### src/rtl/rv32_pkg.sv
// rv32_pkg
//   Shared definitions for the RV32M multiply/divide sequencing logic.
//   - XLEN           : default datapath width
//   - F3_*           : M-extension funct3 encodings (bit2 set -> divide class)
//   - md_state_t     : sequencer state encoding
package rv32_pkg;

   localparam int XLEN = 32;

   localparam logic [2:0] F3_MUL    = 3'b000;
   localparam logic [2:0] F3_MULH   = 3'b001;
   localparam logic [2:0] F3_MULHSU = 3'b010;
   localparam logic [2:0] F3_MULHU  = 3'b011;
   localparam logic [2:0] F3_DIV    = 3'b100;
   localparam logic [2:0] F3_DIVU   = 3'b101;
   localparam logic [2:0] F3_REM    = 3'b110;
   localparam logic [2:0] F3_REMU   = 3'b111;

   typedef enum logic [1:0] {
      IDLE = 2'd0,
      RUN  = 2'd1,
      DONE = 2'd2
   } md_state_t;

endpackage

### src/rtl/md_special_case.sv
// md_special_case
//   Combinational detector for divide operations whose RISC-V result is fixed
//   by rule and therefore never needs the iterative unit.
//   Ports:
//     op         in  3  funct3 of the M instruction
//     a, b       in  W  operands (rs1, rs2)
//     isFast     out 1  result is available without launching the unit
//     fastResult out W  that result (0 when isFast is low)
module md_special_case #(
   parameter int W = 32
) (
   input  logic [2:0]   op,
   input  logic [W-1:0] a,
   input  logic [W-1:0] b,
   output logic         isFast,
   output logic [W-1:0] fastResult
);
   import rv32_pkg::*;

   localparam logic [W-1:0] MOST_NEG = {1'b1, {(W-1){1'b0}}};

   logic div_zero;
   logic sgn_ovf;

   always_comb begin
      div_zero   = (b == '0);
      // op[0]==0 within the divide class selects the signed forms (DIV/REM)
      sgn_ovf    = !op[0] && (a == MOST_NEG) && (b == '1);
      isFast     = 1'b0;
      fastResult = '0;
      if (op[2]) begin
         if (div_zero) begin
            isFast     = 1'b1;
            // REM/REMU return the dividend, DIV/DIVU return all ones
            fastResult = (op == F3_REM || op == F3_REMU) ? a : '1;
         end else if (sgn_ovf) begin
            isFast     = 1'b1;
            fastResult = (op == F3_REM) ? '0 : MOST_NEG;
         end
      end
   end

endmodule

### src/rtl/muldiv_sequencer.sv
// muldiv_sequencer
//   Launches the iterative RV32M multiply/divide unit, waits out its fixed
//   latency, captures the result and stalls the front of the pipeline while
//   an M op occupies EX. Divide-by-zero and signed overflow are resolved
//   locally without touching the unit.
//   Ports:
//     clk, rst_n       clock, async active-low reset
//     mdValidEx        EX holds a valid M instruction
//     mdOpEx           its funct3
//     rs1Ex, rs2Ex     forwarded operands
//     flushEx          kill the instruction in EX
//     unitStart        1-cycle launch pulse to the unit
//     unitAbort        1-cycle discard pulse for an in-flight op
//     unitOp/A/B       operands latched at launch
//     unitResult       unit output, sampled when the counter expires
//     mdStall          hold PC, IF/ID and ID/EX
//     mdResultValid    mdResult is valid this cycle
//     mdResult         result of the completed M instruction
module muldiv_sequencer #(
   parameter int XLEN       = 32,
   parameter int MUL_CYCLES = 4,
   parameter int DIV_CYCLES = 32
) (
   input  logic            clk,
   input  logic            rst_n,
   input  logic            mdValidEx,
   input  logic [2:0]      mdOpEx,
   input  logic [XLEN-1:0] rs1Ex,
   input  logic [XLEN-1:0] rs2Ex,
   input  logic            flushEx,
   output logic            unitStart,
   output logic            unitAbort,
   output logic [2:0]      unitOp,
   output logic [XLEN-1:0] unitA,
   output logic [XLEN-1:0] unitB,
   input  logic [XLEN-1:0] unitResult,
   output logic            mdStall,
   output logic            mdResultValid,
   output logic [XLEN-1:0] mdResult
);
   import rv32_pkg::*;

   localparam int CW = $clog2(DIV_CYCLES + 1);
   localparam logic [CW-1:0] MUL_LAT_M1 = CW'(MUL_CYCLES - 1);
   localparam logic [CW-1:0] DIV_LAT_M1 = CW'(DIV_CYCLES - 1);

   md_state_t       state_q, state_d;
   logic [CW-1:0]   cnt_q, cnt_d;
   logic [2:0]      op_q, op_d;
   logic [XLEN-1:0] a_q, a_d;
   logic [XLEN-1:0] b_q, b_d;
   logic [XLEN-1:0] res_q, res_d;
   logic            start_q, start_d;

   logic            is_fast;
   logic [XLEN-1:0] fast_result;

   md_special_case #(.W(XLEN)) u_special (
      .op         (mdOpEx),
      .a          (rs1Ex),
      .b          (rs2Ex),
      .isFast     (is_fast),
      .fastResult (fast_result)
   );

   always_comb begin
      state_d       = state_q;
      cnt_d         = cnt_q;
      op_d          = op_q;
      a_d           = a_q;
      b_d           = b_q;
      res_d         = res_q;
      start_d       = 1'b0;
      mdStall       = 1'b0;
      mdResultValid = 1'b0;
      unitAbort     = 1'b0;
      case (state_q)
         IDLE: begin
            if (mdValidEx && !flushEx) begin
               mdStall = 1'b1;
               if (is_fast) begin
                  res_d   = fast_result;
                  state_d = DONE;
               end else begin
                  op_d    = mdOpEx;
                  a_d     = rs1Ex;
                  b_d     = rs2Ex;
                  start_d = 1'b1;
                  cnt_d   = mdOpEx[2] ? DIV_LAT_M1 : MUL_LAT_M1;
                  state_d = RUN;
               end
            end
         end
         RUN: begin
            // flush wins over counter expiry; the unit is told to drop the op
            if (flushEx) begin
               unitAbort = 1'b1;
               state_d   = IDLE;
            end else begin
               mdStall = 1'b1;
               if (cnt_q == '0) begin
                  res_d   = unitResult;
                  state_d = DONE;
               end else begin
                  cnt_d = cnt_q - CW'(1);
               end
            end
         end
         DONE: begin
            // no stall here: the instruction leaves EX at this edge
            mdResultValid = !flushEx;
            state_d       = IDLE;
         end
         default: state_d = IDLE;
      endcase
   end

   always_ff @(posedge clk or negedge rst_n) begin
      if (!rst_n) begin
         state_q <= IDLE;
         cnt_q   <= '0;
         op_q    <= '0;
         a_q     <= '0;
         b_q     <= '0;
         res_q   <= '0;
         start_q <= 1'b0;
      end else begin
         state_q <= state_d;
         cnt_q   <= cnt_d;
         op_q    <= op_d;
         a_q     <= a_d;
         b_q     <= b_d;
         res_q   <= res_d;
         start_q <= start_d;
      end
   end

   assign unitStart = start_q;
   assign unitOp    = op_q;
   assign unitA     = a_q;
   assign unitB     = b_q;
   assign mdResult  = res_q;

endmodule

### config.mk
export PLATFORM = sky130hd
export DESIGN_NAME = muldiv_sequencer
export DESIGN_NICKNAME = d
export VERILOG_FILES = /design/src/rtl/rv32_pkg.sv /design/src/rtl/md_special_case.sv /design/src/rtl/muldiv_sequencer.sv
export SDC_FILE = /design/constraint.sdc
export NUM_CORES = 1
export LEC_CHECK = 0
export ABC_CLOCK_PERIOD_IN_PS = 2150
export CORE_AREA = 2 2 84 167
export DETAILED_ROUTE_END_ITERATION = 16
export DIE_AREA = 0 0 86 169
export PLACE_DENSITY = 0.75
export REMOVE_ABC_BUFFERS = 1
export SLEW_MARGIN = 10
export SYNTH_ARGS = -nofsm -noshare
export SYNTH_HDL_FRONTEND = slang
export SYNTH_SLANG_ARGS = --single-unit
### constraint.sdc
create_clock -name clk -period 2.15 [get_ports clk]
set_input_delay 0.43 -clock clk [delete_from_list [all_inputs] [get_ports clk]]
set_output_delay 0.43 -clock clk [all_outputs]
set_load 0.01 [all_outputs]
Word-level counts from Yosys, hierarchy flattened
Cells that the tools add are included.
{"block": "totals", "ff_bits": 108, "latch_bits": 0, "ram_bits": 0, "rom_bits": 0, "in_bits": 103, "mem_count": 0}
{"block": "classes", "n_addsub": 1, "n_mul": 0, "div_mod_pow": 0, "magnitude_cmp": 0, "n_eq_ne": 13, "shifts": 0, "n_mux": 33, "bitwise_logic": 1, "n_reduce_logical": 14}
{"operator": "$mux W32", "count": 9}
{"operator": "$eq A32 B32 Y1 const B", "count": 2}
{"operator": "$pmux W32 S2", "count": 1}
{"operator": "$logic_not A32 Y1", "count": 1}
{"operator": "$mux W6", "count": 4}
{"operator": "$ne A2 B2 Y1 const B", "count": 6}
{"operator": "$pmux W6 S2", "count": 1}
{"operator": "$mux W1", "count": 11}
{"operator": "$reduce_and A5 Y1", "count": 2}
{"operator": "$mux W2", "count": 4}
{"operator": "$eq A3 B3 Y1 const B", "count": 2}
{"operator": "$logic_not A6 Y1", "count": 1}
{"operator": "$sub A6 B1 Y6 const B", "count": 1}
{"operator": "$mux W5", "count": 1}
{"operator": "$pmux W2 S2", "count": 1}
{"operator": "$logic_and A1 B1 Y1", "count": 3}
{"operator": "$ne A3 B3 Y1 const B", "count": 1}
{"operator": "$reduce_and A3 Y1", "count": 1}
{"operator": "$eq A2 B1 Y1 const B", "count": 1}
{"operator": "$eq A2 B2 Y1 const B", "count": 1}
{"operator": "$logic_not A1 Y1", "count": 2}
{"operator": "$logic_not A2 Y1", "count": 1}
{"operator": "$pmux W1 S2", "count": 1}
{"operator": "$reduce_and A2 Y1", "count": 1}
{"operator": "3 further kinds", "count": 3}

Logic depth before layout (Yosys ltp)
{"block": "depth", "ltp_word": 9, "depth_mapped": 8, "mapped_depth_nobuf": 7}

Hierarchy
A second synthesis with hierarchy kept.
{"block": "unflattened", "cells_unflattened": 584, "hier_area_um2": 5104.9}
{"mod": "muldiv_sequencer", "instances": 1, "cells_each": 477, "area_per_inst_um2": 4501.8, "seq_area_each_um2": 2702.6}
{"mod": "md_special_case", "instances": 1, "cells_each": 107, "area_per_inst_um2": 603.1, "seq_area_each_um2": 0.0}

Worst setup path before layout
OpenSTA, ideal clock, no wires.
{"block": "synth_timing", "kind": "input port to flip-flop", "start": "input rs1Ex[23]", "end": "register res_q[10] (netlist: mdResult[10])", "t_arrival_ps": 2301, "required_ps": 2025, "slack_ps": -276, "path_stages": 8, "path_buffers": 2, "cell_sequence": "or4_1 > nor4_1 > nand4_1 > o21a_1 > a21o_1 > buf_6 > buf_8 > mux2_4"}
{"block": "synth_between", "elab_chain_cells": 9}
{"item": "start: declaration", "line": "muldiv_sequencer.sv:28", "text": "input logic [XLEN-1:0] rs1Ex,"}
{"item": "$eq A32 B32 Y1 *", "line": "md_special_case.sv:28", "text": "sgn_ovf = !op[0] && (a == MOST_NEG) && (b == '1);"}
{"item": "$logic_and A1 B1 Y1 * (2 in series)", "line": "md_special_case.sv:28"}
{"item": "$mux W32", "line": "md_special_case.sv:36", "text": "end else if (sgn_ovf) begin"}
{"item": "$mux W32", "line": "md_special_case.sv:32", "text": "if (div_zero) begin"}
{"item": "$mux W32", "line": "md_special_case.sv:31", "text": "if (op[2]) begin"}
{"item": "$mux W32", "line": "muldiv_sequencer.sv:81", "text": "if (is_fast) begin"}
{"item": "$mux W32", "line": "muldiv_sequencer.sv:79", "text": "if (mdValidEx && !flushEx) begin"}
{"item": "$pmux W32 S2", "line": "muldiv_sequencer.sv:77", "text": "case (state_q)"}
{"item": "end signal: assignment", "line": "muldiv_sequencer.sv:133", "text": "res_q <= res_d;"}
{"item": "end: declaration", "line": "muldiv_sequencer.sv:52", "text": "logic [XLEN-1:0] res_q, res_d;"}
Every way passes the cells marked *; elsewhere a longest branch is shown, timed or not. The select of a mux whose other input is x is not followed.
A chain may end at the register's enable or synchronous reset.

Worst setup path after layout
{"block": "layout_timing", "start": "input rs1Ex[20]", "end": "register b_q[18] (netlist: unitB[18])"}
{"block": "layout_between", "elab_chain_cells": 8}
{"item": "$eq A32 B32 Y1", "line": "md_special_case.sv:28"}
{"item": "$logic_and A1 B1 Y1 (2 in series)", "line": "md_special_case.sv:28"}
{"item": "$mux W1", "line": "md_special_case.sv:36"}
{"item": "$mux W1", "line": "md_special_case.sv:32"}
{"item": "$mux W1", "line": "md_special_case.sv:31"}
{"item": "$not A1 Y1 (no line)"}
{"item": "$reduce_and A3 Y1 (no line)"}
{"item": "end signal: assignment", "line": "muldiv_sequencer.sv:124", "text": "b_q <= '0;"}
{"item": "end signal: assignment", "line": "muldiv_sequencer.sv:132", "text": "b_q <= b_d;"}
{"item": "end: declaration", "line": "muldiv_sequencer.sv:51", "text": "logic [XLEN-1:0] b_q, b_d;"}
No other way between the ends.

==> results.json <==
{
  "run_status": "finished, violations left",
  "violations": "negative setup slack",
  "setup_ws_ns": -0.330,
  "met3_usage": 0.0712,
  "ant_nets": 0,
  "wl_mm": 17.2,
  "yosysWarnings": 0,
  "die_h_um": 169,
  "use_met1": 0.298,
  "numCtsBuffers": 9,
  "hold_viol": 0,
  "yosysUniqueCellTypes": 41,
  "worstSetupStartpointType": "primary input",
  "cts_sinks": 108,
  "cts_tree": "built",
  "slowest_delay_ns": 0.56,
  "hp-start": "rs1Ex[19]",
  "worst_path_max_delay_cell": "or4_4",
  "grt_pass1_wl_mm": 26.5,
  "cp_cell_sequence": "buf_6 > or4_4 > nor4_4 > nand4_1 > buf_4 > o211ai_4 > buf_12 > buf_6 > clkbuf_16 > mux2_2",
  "ir_worst_vdd_mv": 0.618,
  "critPathArrivalTime_ns": 2.71,
  "diodes": 0,
  "nNetsFinal": 786,
  "synth_commonest_cells": "dfrtp_1 (108), mux2_2 (69), nand2b_1 (33), a22o_1 (31), mux2_4 (29)",
  "drv_cap": 0,
  "fin_worst_skew_ns": 0.00753,
  "drt_pass1_iterations": 4,
  "detail_route.iter0.violations": 224,
  "grt_overflow_total": 0,
  "grt_pass1_vias": 4845,
  "ys_top_cells_by_area": "dfrtp_1 (53%), mux2_2 (15%), mux2_4 (8.5%), a22o_1 (5.3%), nand2b_1 (4.0%)",
  "grt_max_degree": 46,
  "hold_class": "primary input to flop",
  "rows": 60,
  "cp_max_fo": 4,
  "synthCells": 386,
  "dieArea_um2": 14500,
  "antenna_found_initial": 0,
  "synth-seq-cells": 108,
  "drive_gt1_frac": 0.399,
  "r2r-start": "state_q[1]",
  "yosysTopAreaCellShare": 0.528,
  "final.min_clock_period_ns": 2.48,
  "die_x_um": 86,
  "post-synth-top-count-cell": "dfrtp_1",
  "power_mw": 8.25,
  "maxSlewHeadroom": 0.698,
  "viasPerCell": 5.43,
  "hold_depth": 2,
  "initial_core_util": 0.385,
  "async_flop_share": 1.00,
  "num_vias": 4563,
  "busiest_layer": "met2",
  "rr_worst_depth": 10,
  "setup_viol": 107,
  "synth.cell_area_um2": 5110,
  "core_area_um2": 13300,
  "worstMarginPinSlew_ns": 0.454,
  "worstSetupPathType": "primary input to flop",
  "hold_slack_ns": 0.345,
  "rrSetupSlack_ns": 0.01,
  "required_ns": 2.38,
  "r2r_end": "cnt_q[2]",
  "areaGrowthSynthToFinish_pct": 73.2,
  "path_clk_slew_ns": 0.07,
  "grt_usage": 0.233,
  "leakage_nw": 4.09,
  "power_density_nw_per_um2": 932,
  "post-route-drc-count": 0,
  "drv_slew": 0,
  "clk-insertion-delay-late_ns": 0.35,
  "grtUsageMet2": 0.377,
  "portBuffers": 205,
  "ys.flop_type": "dfrtp_1",
  "syn_avg_cell_area_um2": 13.3,
  "cp_common_cell": "buf_6",
  "ctsHtreeMaxLevel": 3,
  "place_hpwl_mm": 11.8,
  "utilization": 0.667,
  "synth.largest_area_cell": "dfrtp_1",
  "post-route-period-util": 1.15,
  "rsz0062_at_grt": "yes",
  "synth_edf_count": 0,
  "io_pins": 206,
  "clock_path_buffers": 2,
  "max_freq_mhz": 403,
  "root_buffer": "clkbuf_16",
  "routabilityCongestion": 0.858,
  "wl_per_cell_um": 20.5,
  "holdPathEnd": "unitA[19]",
  "synth-seq-area-share": 0.528,
  "endpoint_kind": "flop",
  "setup_tns_ns": -31.82
}
## power by group
group,internal [mW],switching (mW),total [mW]
combinational,2.27,1.27,3.54
sequential,2.70,0.400,3.10
clock,0.827,0.783,1.61
## routing by layer
layer  wire [um]  up-vias
met5           0        -
met4         473        0
met1        6930     2244
li1            -     2029
met2        8200      263
met3        1640       27
## cell type report
cell class	instances	area, um2
inverters	7	31.3
multi-input cells	248	2590
flip-flops and latches	108	2700
repair buffers	307	3050
clock buffers	10	239
clock inverters	6	46.3
well taps	155	194
fillers	979	4430
## registers in the layout, summed over array words and instances (netlist names)
register / flops
unitB: 32
unitStart: 1
unitA: 32
cnt_q: 6
unitOp: 3
state_q: 2
mdResult: 32
## worst max-delay path, delay by kind of cell
family	cells	cell delay, ns
muxes	1	0.33
buffers and inverters	5	0.69
AOI/OAI and AO/OA	1	0.21
and+or+nand+nor	3	1.04
## worst max path at each step
stage / startpoint / endpoint / cells past startpoint
global route: rs2Ex[4] / cnt_q[2] / 13
floorplan: rs1Ex[23] / cnt_q[1] / 7
global placement: rs1Ex[23] / mdResult[16] / 8
detailed placement: rs1Ex[23] / mdResult[11] / 8
finish: rs1Ex[20] / unitB[18] / 10
CTS: rs1Ex[29] / unitA[27] / 11
## metrics by stage
step	cells	cell area, um2	setup WS, ns
CTS	837	8740	-0.240
finish	841	8860	-0.330
detailed placement	793	7860	-0.970
floorplan	363	4980	-1.83
global placement	793	7860	-0.970
global route	841	8860	-0.394
## cells by family (layout without fill, tap and decap cells)
| group | count (synthesis) | in the layout | share of synthesized area |
|---|---|---|---|
| buffers and inverters | 30 | 330 | 0.0318 |
| muxes | 98 | 98 | 0.237 |
| DFF | 108 | 108 | 0.528 |
| and+or+nand+nor | 94 | 94 | 0.114 |
| adders and majority gates | 2 | 2 | 0.00489 |
| AOI/OAI and AO/OA | 54 | 54 | 0.0839 |
## placed cells by master, fill, tap and decap left out, types with 7 or more instances in the layout
cell type and n:
clkbuf_2 11, clkbuf_16 14, buf_12 10, nor4_2 9, mux2_4 58, buf_4 77
nand2b_1 33, clkdlybuf4s50_1 145, nand4_1 9, dlygate4sd2_1 29, dfrtp_1 108, a22o_1 31
nor2_1 8, clkdlybuf4s15_1 7, buf_6 8, mux2_2 40
## what timing repair did
item	4_1_cts	5_1_grt
setup endpoints to repair	110	108
resized for setup	176	43
hold buffers	1	0
endpoints found under the hold margin	17	0
pin swaps	29	13
buffers inserted	21	1
gates cloned	6	5
(Power assumes the default switching activity.)
